**config.mk**
```make
export PLATFORM = sky130hd
export DESIGN_NAME = regfile_wb_arbiter
export DESIGN_NICKNAME = d
export VERILOG_FILES = /design/src/rtl/regfile_wb_pkg.sv /design/src/rtl/regfile_wb_arbiter_wb_fifo.sv /design/src/rtl/regfile_wb_arbiter.sv
export SDC_FILE = /design/constraint.sdc
export NUM_CORES = 1
export LEC_CHECK = 0
export ABC_AREA = 1
export CAP_MARGIN = 10
export CORE_ASPECT_RATIO = 0.6
export CORE_UTILIZATION = 55
export DETAILED_ROUTE_END_ITERATION = 10
export PLACE_DENSITY = 0.87
export RECOVER_POWER = 50
export SYNTH_ARGS = -nofsm -noshare
export SYNTH_HDL_FRONTEND = slang
export SYNTH_SLANG_ARGS = --single-unit
```
**constraint.sdc**
```tcl
create_clock -name clk_i -period 4.9 [get_ports clk_i]
set_input_delay 0.49 -clock clk_i [delete_from_list [all_inputs] [get_ports clk_i]]
set_output_delay 0.49 -clock clk_i [all_outputs]
set_load 0.005 [all_outputs]
```
**src/rtl/regfile_wb_pkg.sv**
```systemverilog
// Shared types and default sizes for the register-file writeback arbiter.
package regfile_wb_pkg;

    localparam int unsigned XLEN_DEF   = 32;
    localparam int unsigned NREG_DEF   = 32;
    localparam int unsigned DEPTH_DEF  = 4;
    localparam int unsigned NREG_W_DEF = $clog2(NREG_DEF);

    // One pending register write: destination and value.
    typedef struct packed {
        logic [NREG_W_DEF-1:0] rd;
        logic [XLEN_DEF-1:0]   data;
    } wb_entry_t;

endpackage

```
**src/rtl/regfile_wb_arbiter_wb_fifo.sv**
```systemverilog
// wb_fifo: Depth-entry FIFO of writeback entries (Depth a power of two).
// The storage array, read pointer and count are exposed so the owner can
// search pending writes without popping them.
module wb_fifo
    import regfile_wb_pkg::*;
#(
    parameter type entry_t = wb_entry_t,
    parameter int unsigned Depth = DEPTH_DEF,
    localparam int unsigned PtrW = $clog2(Depth),
    localparam int unsigned CntW = $clog2(Depth + 1)
) (
    input  logic                    clk_i,
    input  logic                    rst_ni,
    input  logic                    push_i,
    input  entry_t                  push_data_i,
    input  logic                    pop_i,
    output entry_t                  head_o,
    output logic                    empty_o,
    output logic                    full_o,
    output entry_t [Depth-1:0]      entries_o,
    output logic   [PtrW-1:0]       rd_ptr_o,
    output logic   [CntW-1:0]       count_o
);

    entry_t [Depth-1:0] mem_q, mem_d;
    logic   [PtrW-1:0]  rd_ptr_q, rd_ptr_d;
    logic   [PtrW-1:0]  wr_ptr_q, wr_ptr_d;
    logic   [CntW-1:0]  count_q, count_d;
    logic               push_ok, pop_ok;

    // Status and read-side views come straight from registered state.
    always_comb begin
        empty_o   = (count_q == '0);
        full_o    = (count_q == CntW'(Depth));
        head_o    = mem_q[rd_ptr_q];
        entries_o = mem_q;
        rd_ptr_o  = rd_ptr_q;
        count_o   = count_q;
    end

    // Next-state: pointers wrap naturally because Depth is a power of two.
    always_comb begin
        push_ok  = push_i && !full_o;
        pop_ok   = pop_i && !empty_o;
        mem_d    = mem_q;
        rd_ptr_d = rd_ptr_q;
        wr_ptr_d = wr_ptr_q;
        count_d  = count_q;
        if (push_ok) begin
            mem_d[wr_ptr_q] = push_data_i;
            wr_ptr_d        = wr_ptr_q + PtrW'(1);
        end
        if (pop_ok) begin
            rd_ptr_d = rd_ptr_q + PtrW'(1);
        end
        if (push_ok && !pop_ok) begin
            count_d = count_q + CntW'(1);
        end else if (pop_ok && !push_ok) begin
            count_d = count_q - CntW'(1);
        end
    end

    // State register; reset empties the queue immediately.
    always_ff @(posedge clk_i or negedge rst_ni) begin
        if (!rst_ni) begin
            mem_q    <= '0;
            rd_ptr_q <= '0;
            wr_ptr_q <= '0;
            count_q  <= '0;
        end else begin
            mem_q    <= mem_d;
            rd_ptr_q <= rd_ptr_d;
            wr_ptr_q <= wr_ptr_d;
            count_q  <= count_d;
        end
    end

endmodule

```
**src/rtl/regfile_wb_arbiter.sv**
```systemverilog
// regfile_wb_arbiter: merges LSU and ALU writebacks into one regfile write
// port through a pending-write queue; a debug write overrides the port.
// Optional pending-write bypass search is built when WB_BYPASS_EN is defined.
module regfile_wb_arbiter
    import regfile_wb_pkg::*;
#(
    parameter int unsigned XLen  = XLEN_DEF,
    parameter int unsigned NReg  = NREG_DEF,
    parameter int unsigned Depth = DEPTH_DEF,
    localparam int unsigned NRegWidth = $clog2(NReg)
) (
    input  logic                 clk_i,
    input  logic                 rst_ni,
    input  logic                 lsu_valid_i,
    output logic                 lsu_ready_o,
    input  logic [NRegWidth-1:0] lsu_rd_i,
    input  logic [XLen-1:0]      lsu_data_i,
    input  logic                 alu_valid_i,
    output logic                 alu_ready_o,
    input  logic [NRegWidth-1:0] alu_rd_i,
    input  logic [XLen-1:0]      alu_data_i,
    input  logic                 dbg_we_i,
    input  logic [NRegWidth-1:0] dbg_addr_i,
    input  logic [XLen-1:0]      dbg_data_i,
    output logic [NRegWidth-1:0] a3_o,
    output logic                 we3_o,
    output logic [XLen-1:0]      wd3_o,
    input  logic [NRegWidth-1:0] byp_addr_i,
    output logic                 byp_hit_o,
    output logic [XLen-1:0]      byp_data_o
);

    localparam int unsigned PtrW = $clog2(Depth);
    localparam int unsigned CntW = $clog2(Depth + 1);

    typedef struct packed {
        logic [NRegWidth-1:0] rd;
        logic [XLen-1:0]      data;
    } arb_entry_t;

    arb_entry_t                 push_entry;
    arb_entry_t                 head;
    arb_entry_t [Depth-1:0]     fifo_entries;
    logic       [PtrW-1:0]      fifo_rd_ptr;
    logic       [CntW-1:0]      fifo_count;
    logic                       push, pop, empty, full;
    logic                       lsu_xfer, alu_xfer;

    // Handshake and arbitration: LSU wins; rd==0 transfers are swallowed.
    always_comb begin
        lsu_ready_o = rst_ni && !full;
        alu_ready_o = rst_ni && !full && !lsu_valid_i;
        lsu_xfer    = lsu_valid_i && lsu_ready_o;
        alu_xfer    = alu_valid_i && alu_ready_o;
        push        = 1'b0;
        push_entry  = '0;
        if (lsu_xfer) begin
            push_entry.rd   = lsu_rd_i;
            push_entry.data = lsu_data_i;
            push            = (lsu_rd_i != '0);
        end else if (alu_xfer) begin
            push_entry.rd   = alu_rd_i;
            push_entry.data = alu_data_i;
            push            = (alu_rd_i != '0);
        end
    end

    // Write-port mux: debug owns the port, otherwise drain the queue head.
    always_comb begin
        a3_o  = '0;
        wd3_o = '0;
        we3_o = 1'b0;
        pop   = 1'b0;
        if (dbg_we_i) begin
            a3_o  = dbg_addr_i;
            wd3_o = dbg_data_i;
            we3_o = 1'b1;
        end else if (!empty) begin
            a3_o  = head.rd;
            wd3_o = head.data;
            we3_o = 1'b1;
            pop   = 1'b1;
        end
    end

    wb_fifo #(
        .entry_t (arb_entry_t),
        .Depth   (Depth)
    ) u_fifo (
        .clk_i       (clk_i),
        .rst_ni      (rst_ni),
        .push_i      (push),
        .push_data_i (push_entry),
        .pop_i       (pop),
        .head_o      (head),
        .empty_o     (empty),
        .full_o      (full),
        .entries_o   (fifo_entries),
        .rd_ptr_o    (fifo_rd_ptr),
        .count_o     (fifo_count)
    );

`ifdef WB_BYPASS_EN
    logic [PtrW-1:0] byp_idx;

    // Scan oldest to youngest so the youngest matching entry wins.
    always_comb begin
        byp_hit_o  = 1'b0;
        byp_data_o = '0;
        byp_idx    = '0;
        if (byp_addr_i != '0) begin
            for (int unsigned i = 0; i < Depth; i++) begin
                byp_idx = fifo_rd_ptr + PtrW'(i);
                if ((CntW'(i) < fifo_count) && (fifo_entries[byp_idx].rd == byp_addr_i)) begin
                    byp_hit_o  = 1'b1;
                    byp_data_o = fifo_entries[byp_idx].data;
                end
            end
        end
    end
`else
    logic unused_byp;

    // Bypass not built: outputs tied off, search inputs intentionally unused.
    assign byp_hit_o  = 1'b0;
    assign byp_data_o = '0;
    assign unused_byp = ^{byp_addr_i, fifo_entries, fifo_rd_ptr, fifo_count};
`endif

endmodule

```
---- Yosys cells after proc, flatten, opt, wreduce, memory -nomap -nowiden ----
Cells that the tools add are included.
operators by class
  order comparisons ....................... 3
  add/sub/neg operators ................... 4
  multiplexer cells ....................... 18
  reductions and logical operators ........ 18
  equality and inequality tests ........... 1
operators with widths
  operator               count
  $bwmux W148            1
  $mux W37               4
  $bmux W37 S2           1
  $demux W37 S2          1
  $mux W32               2
  $mux W5                2
  $reduce_bool A5 Y1     2
  $logic_and A1 B1 Y1    9
  $lt A2 B3 Y1 const B   2
  $mux W3                2
  $logic_not A1 Y1       5
  $mux W1                5
  $add A2 B1 Y2 const B  2
  $add A3 B1 Y3 const B  1
  $eq A3 B3 Y1 const B   1
  $logic_not A3 Y1       1
  $sub A3 B1 Y3 const B  1
  $ge A2 B1 Y1 const B   1
  $reduce_bool A2 Y1     1
storage, ports and cells
  output and inout bits ................... 73
  input bits .............................. 121
  register bits after elaboration ......... 155

---- Longest topological paths before layout ----
  depth in word-level cells ............... 12
  mapped depth ............................ 12
  mapped depth without buffers ............ 12

---- Modules after synthesis ----
From an unflattened synthesis, not the netlist that was laid out.
unflattened totals
  cell total of the unflattened synthesis .. 1253
  area, all modules ....................... 8976.1 µm²
modules (own cells, without submodules)
  module              instances  cells each  sequential area each (µm²)  area an instance (µm²)
  wb_fifo             1          959         3878.7                      7669.9
  regfile_wb_arbiter  1          294         0.0                         1306.3

---- Worst setup path before layout ----
No wires, ideal clock.
  path kind ............................... input-to-reg
  from .................................... in alu_rd_i[4]
  to ...................................... reg u_fifo.count_q[2], in the netlist u_fifo.count_o[2]
  data required time ...................... 4769 ps
  library setup time ...................... 131 ps
  path slack .............................. 2688 ps
  path buffers ............................ 0
  arrival time ............................ 2081 ps
  cell stages on the path ................. 12
  cell sequence ........................... inv_1 nand3_1 nand2_1 nand2_1 nand2_8 inv_1 ha_1 inv_1 fa_1 a21oi_1 o21ai_0 xor2_1
on the way
  longest elaborated chain between the ends .. 7
  elaborated cells between the ends (all ways) .. 9
  classes of those cells .................. mux: 3; reduce/logical: 6
ends and longest elaborated chain
  item                          RTL line                          text
  start, declared               regfile_wb_arbiter.sv:20          input logic [NRegWidth-1:0] alu_rd_i,
  $reduce_bool A5 Y1 (*)        regfile_wb_arbiter.sv:64          push = (alu_rd_i != '0);
  $mux W1 (*)                   regfile_wb_arbiter.sv:61          end else if (alu_xfer) begin
  $mux W1 (*)                   regfile_wb_arbiter.sv:57          if (lsu_xfer) begin
  $logic_and A1 B1 Y1 (*)       regfile_wb_arbiter_wb_fifo.sv:43  push_ok = push_i && !full_o;
  named net u_fifo.push_ok      regfile_wb_arbiter_wb_fifo.sv:29  logic push_ok, pop_ok;
  $logic_not A1 Y1              regfile_wb_arbiter_wb_fifo.sv:58  end else if (pop_ok && !push_ok) begin
  $logic_and A1 B1 Y1           regfile_wb_arbiter_wb_fifo.sv:58
  $reduce_bool A2 Y1 (no line)  --
  end signal, assigned          regfile_wb_arbiter_wb_fifo.sv:74  count_q <= count_d;
  end, declared                 regfile_wb_arbiter_wb_fifo.sv:28  logic [CntW-1:0] count_q, count_d;
Mark *: on every way through the listed nets, which the timed path passes. The rest lies on a longest branch.
A chain may end at the register's enable or synchronous reset.

---- Worst setup path after layout ----
  from .................................... in rst_ni
  to ...................................... reg u_fifo.mem_q (netlist bit u_fifo.entries_o[98])
on the way
  longest elaborated chain between the ends .. 6
  elaborated cells between the ends (all ways) .. 10
  classes of those cells .................. mux: 5; reduce/logical: 5
ends and longest elaborated chain
  item                                                RTL line                                                            text
  start, declared                                     regfile_wb_arbiter.sv:13                                            input logic rst_ni,
  $logic_and A1 B1 Y1 (*)                             regfile_wb_arbiter.sv:51, regfile_wb_arbiter.sv:52
  $logic_and A1 B1 Y1                                 regfile_wb_arbiter.sv:52                                            alu_ready_o = rst_ni && !full && !lsu_valid_i;
  $logic_and A1 B1 Y1                                 regfile_wb_arbiter.sv:54                                            alu_xfer = alu_valid_i && alu_ready_o;
  $mux W37 or $mux W1 (tied branches)                 regfile_wb_arbiter.sv:61
  $mux W37 or $mux W1 (tied branches)                 regfile_wb_arbiter.sv:57
  $bwmux W148 or $logic_and A1 B1 Y1 (tied branches)  regfile_wb_arbiter_wb_fifo.sv:50, regfile_wb_arbiter_wb_fifo.sv:43
  end signal, assigned                                regfile_wb_arbiter_wb_fifo.sv:71                                    mem_q <= mem_d;
  end, declared                                       regfile_wb_arbiter_wb_fifo.sv:25                                    entry_t [Depth-1:0] mem_q, mem_d;
Mark *: on every way between the ends. The rest lies on a longest branch, timed or not.

==> reports/qor.yml <==
status: "finished with violations"
violations: "max-capacitance violations, max-slew violations"
peakVddDrop_uv: 298
ys_types: 25
synth.top_cell.area_share: 0.463
grt_pass1_vias: 7798
fin_setup_tns_ns: 0
clockPowerShare: 0.261
ios: 194
yosysMostFrequentCell: "nand2_1"
synth_common_cells: "nand2_1, dfrtp_1, nor2_1, o21ai_0, inv_1"
fin_skew_ns: 0.0115
num_vias: 8050
synth_compound_area_frac: 0.0963
ant_nets: 0
ctsHtreeMaxLevel: 4
synth_top_family_by_area: "simple AND/OR/NAND/NOR gates"
dp_hpwl_um: 13700
wl_um: 23300
grt_first_pass_wirelength_um: 38500
arrival_ns: 4.48
fp.coreArea_um2: 14700
grt_max_degree: 79
slew_headroom: -0.315
setup_viol: 0
avgViaCountPerCell: 5.37
power_switching_mw: 2.26
internal_power_mw: 3.74
dieArea_um2: 15700
start_util: 0.571
io_buffers: 155
netlist_area_um2: 8380
wl_per_cell_um: 15.6
fin_area_um2: 10400
critPathCaptureType: "flip-flop"
worst-path-max-fanout: 37
fin_crit_sh: 0.843
synthTopCellsByArea: "dfrtp_1, nand2_1, o21ai_0"
grt-ovfl-total: 0
globalplace.congestion: 0.786
ys_ff_latch: 155
slew_viol_final: 212
syn_avg_cell_area_um2: 7.19
grt.total_usage: 0.310
placed_cell_area_um2: 9760
drv_cap: 4
hold_viol: 0
die_h_um: 97.6
root_buffer: "clkbuf_16"
power_density_nw_per_um2: 576
synth_top_cell_by_area: "dfrtp_1"
cp.required_ns: 5.25
cts_tree: "done"
post_cts_buffers: 0
antenna_found_initial: 0
syn_to_final_growth_pct: 24.4
seqPwrFrac: 0.340
clk_latency_ns: 0.43
critical_path_class: "input pin to flip-flop"
drt_first_pass_iters: 6
p_leak_nw: 5.51
finalPower_mw: 6.00
ys.warnings.count: 0
ys.flop_type: "dfrtp_1"
async_reset_ff_frac: 1.00
drc: 0
fin_nets: 1415
worst_pin_slew_ns: 1.97
clockBufferDepth: 2
hold_path.class: "flip-flop to flip-flop"
synth_edf_count: 0
ys_seq_area_frac: 0.463
final_layout_size_suffix_gt1_frac: 0.0400
rsz0062_at_grt: "false"
rows: 34
synth_xor_area_frac: 0.00418
max_freq_mhz: 242
n_antenna_cell: 0
clk_pin_slew_ns: 0.06
switching_share: 0.376
cts_made_buffers: 17
numClockSinks: 155
synth-simple-area-share: 0.330
start_kind: "input pin"
p_comb_frac: 0.399
syn_inst: 1166
min_period_ns: 4.13
drt_iter0_drc: 747
synthAdderAreaFrac: 0.00986
die_w_um: 161
synthMuxAreaShare: 0
==> per-layer routing <==
layer | routed length, um | track usage | up-vias
met5 | 0 | 0 | -
met4 | 234 | 0.0922 | 0
met3 | 2260 | 0.0807 | 32
met2 | 10400 | 0.478 | 426
met1 | 10500 | 0.432 | 3793
li1 | - | - | 3799
==> final cells by class <==
type | instances | area (um^2)
repair buffers | 165 | 1620
inverters | 55 | 206
fillers | 1140 | 4250
clock inverters | 10 | 234
clock buffers | 22 | 464
well taps | 198 | 248
multi-input cells | 894 | 3770
flip-flops and latches | 155 | 3880
==> power groups by stage <==
stage / clock (mW) / combinational [mW] / sequential, mW
after floorplan: 0 / 1.62 / 1.97
after global placement: 0 / 2.29 / 2.02
after detailed placement: 0 / 2.36 / 2.03
after CTS: 1.56 / 2.38 / 2.03
after global routing: 1.62 / 2.67 / 2.09
final: 1.57 / 2.40 / 2.04
==> cells in the final DEF (no fill, tap or decap), types with 3 or more instances in the layout <==
cell type        Yosys  layout
buf_4               33       8
bufinv_16            0       7
clkbuf_1            23       4
clkbuf_16            0      17
clkdlybuf4s50_1      0     151
conb_1               1      33
dfrtp_1            155     154
dlygate4sd3_1        0       3
ha_1                 5       5
inv_1               53      53
nand2_1            598     600
nand3_2              5       5
nor2_1              84      85
nor2_8               4       3
o21ai_0             80      80
o21ai_1             33      33
o22ai_1             37      37
xor2_1               3       3
==> state kept, by name, indices dropped and copies added (netlist names) <==
register,flops
u_fifo.entries_o,148
u_fifo.count_o,3
u_fifo.wr_ptr_q,2
u_fifo.rd_ptr_o,2
==> repair_timing <==
| item | CTS | global route |
|---|---|---|
| endpoints found under the setup margin | 0 | 0 |
| hold buffers | 1 | 0 |
| endpoints found under the hold margin | 24 | 0 |
| gates resized for setup | 0 | 0 |
==> through the flow <==
| stage | instances | hold WS, ns | setup WS (ns) | utilization |
|---|---|---|---|---|
| after detailed placement | 1466 | 0.389 | 1.89 | 0.665 |
| after floorplan | 1198 | 0.194 | 2.69 | - |
| after global routing | 1499 | 0.487 | 0.647 | 0.710 |
| after global placement | 1466 | 0.390 | 1.96 | 0.665 |
| final | 1499 | 0.474 | 0.770 | 0.710 |
| after CTS | 1499 | 0.477 | 1.54 | 0.714 |
==> worst max-delay path, cell delays in order <==
cell           delay, ns
dlygate4sd3_1       0.55
buf_6               0.29
nand2_1             0.22
nor2_1              0.50
nand2_1             0.54
nor2_2              1.51
nand2_1             0.21
nand2_1             0.15
==> cell families after synthesis <==
kind of cell	after synthesis
flops	155
other cells	1
buf+inv	149
simple gates	699
compound gates	152
xor+xnor	4
fa+ha+maj	6
==> worst paths after layout <==
| path | from | endpoint | slack (ns) | depth (start not counted) |
|---|---|---|---|---|
| worst max-delay path | rst_ni | u_fifo.entries_o[98] | 0.77 | 8 |
| worst min-delay path | u_fifo.entries_o[77] | u_fifo.entries_o[77] | 0.47 | 2 |
| worst max register to register | u_fifo.count_o[1] | u_fifo.entries_o[98] | 1.19 | 8 |
| worst min register to register | u_fifo.entries_o[77] | u_fifo.entries_o[77] | 0.47 | 2 |
| max in group asynchronous | rst_ni | u_fifo.entries_o[20] | 2.29 | 3 |
| min in group asynchronous | rst_ni | u_fifo.entries_o[120] | 0.51 | 2 |
No activity file was read; power rests on OpenSTA's default activity.
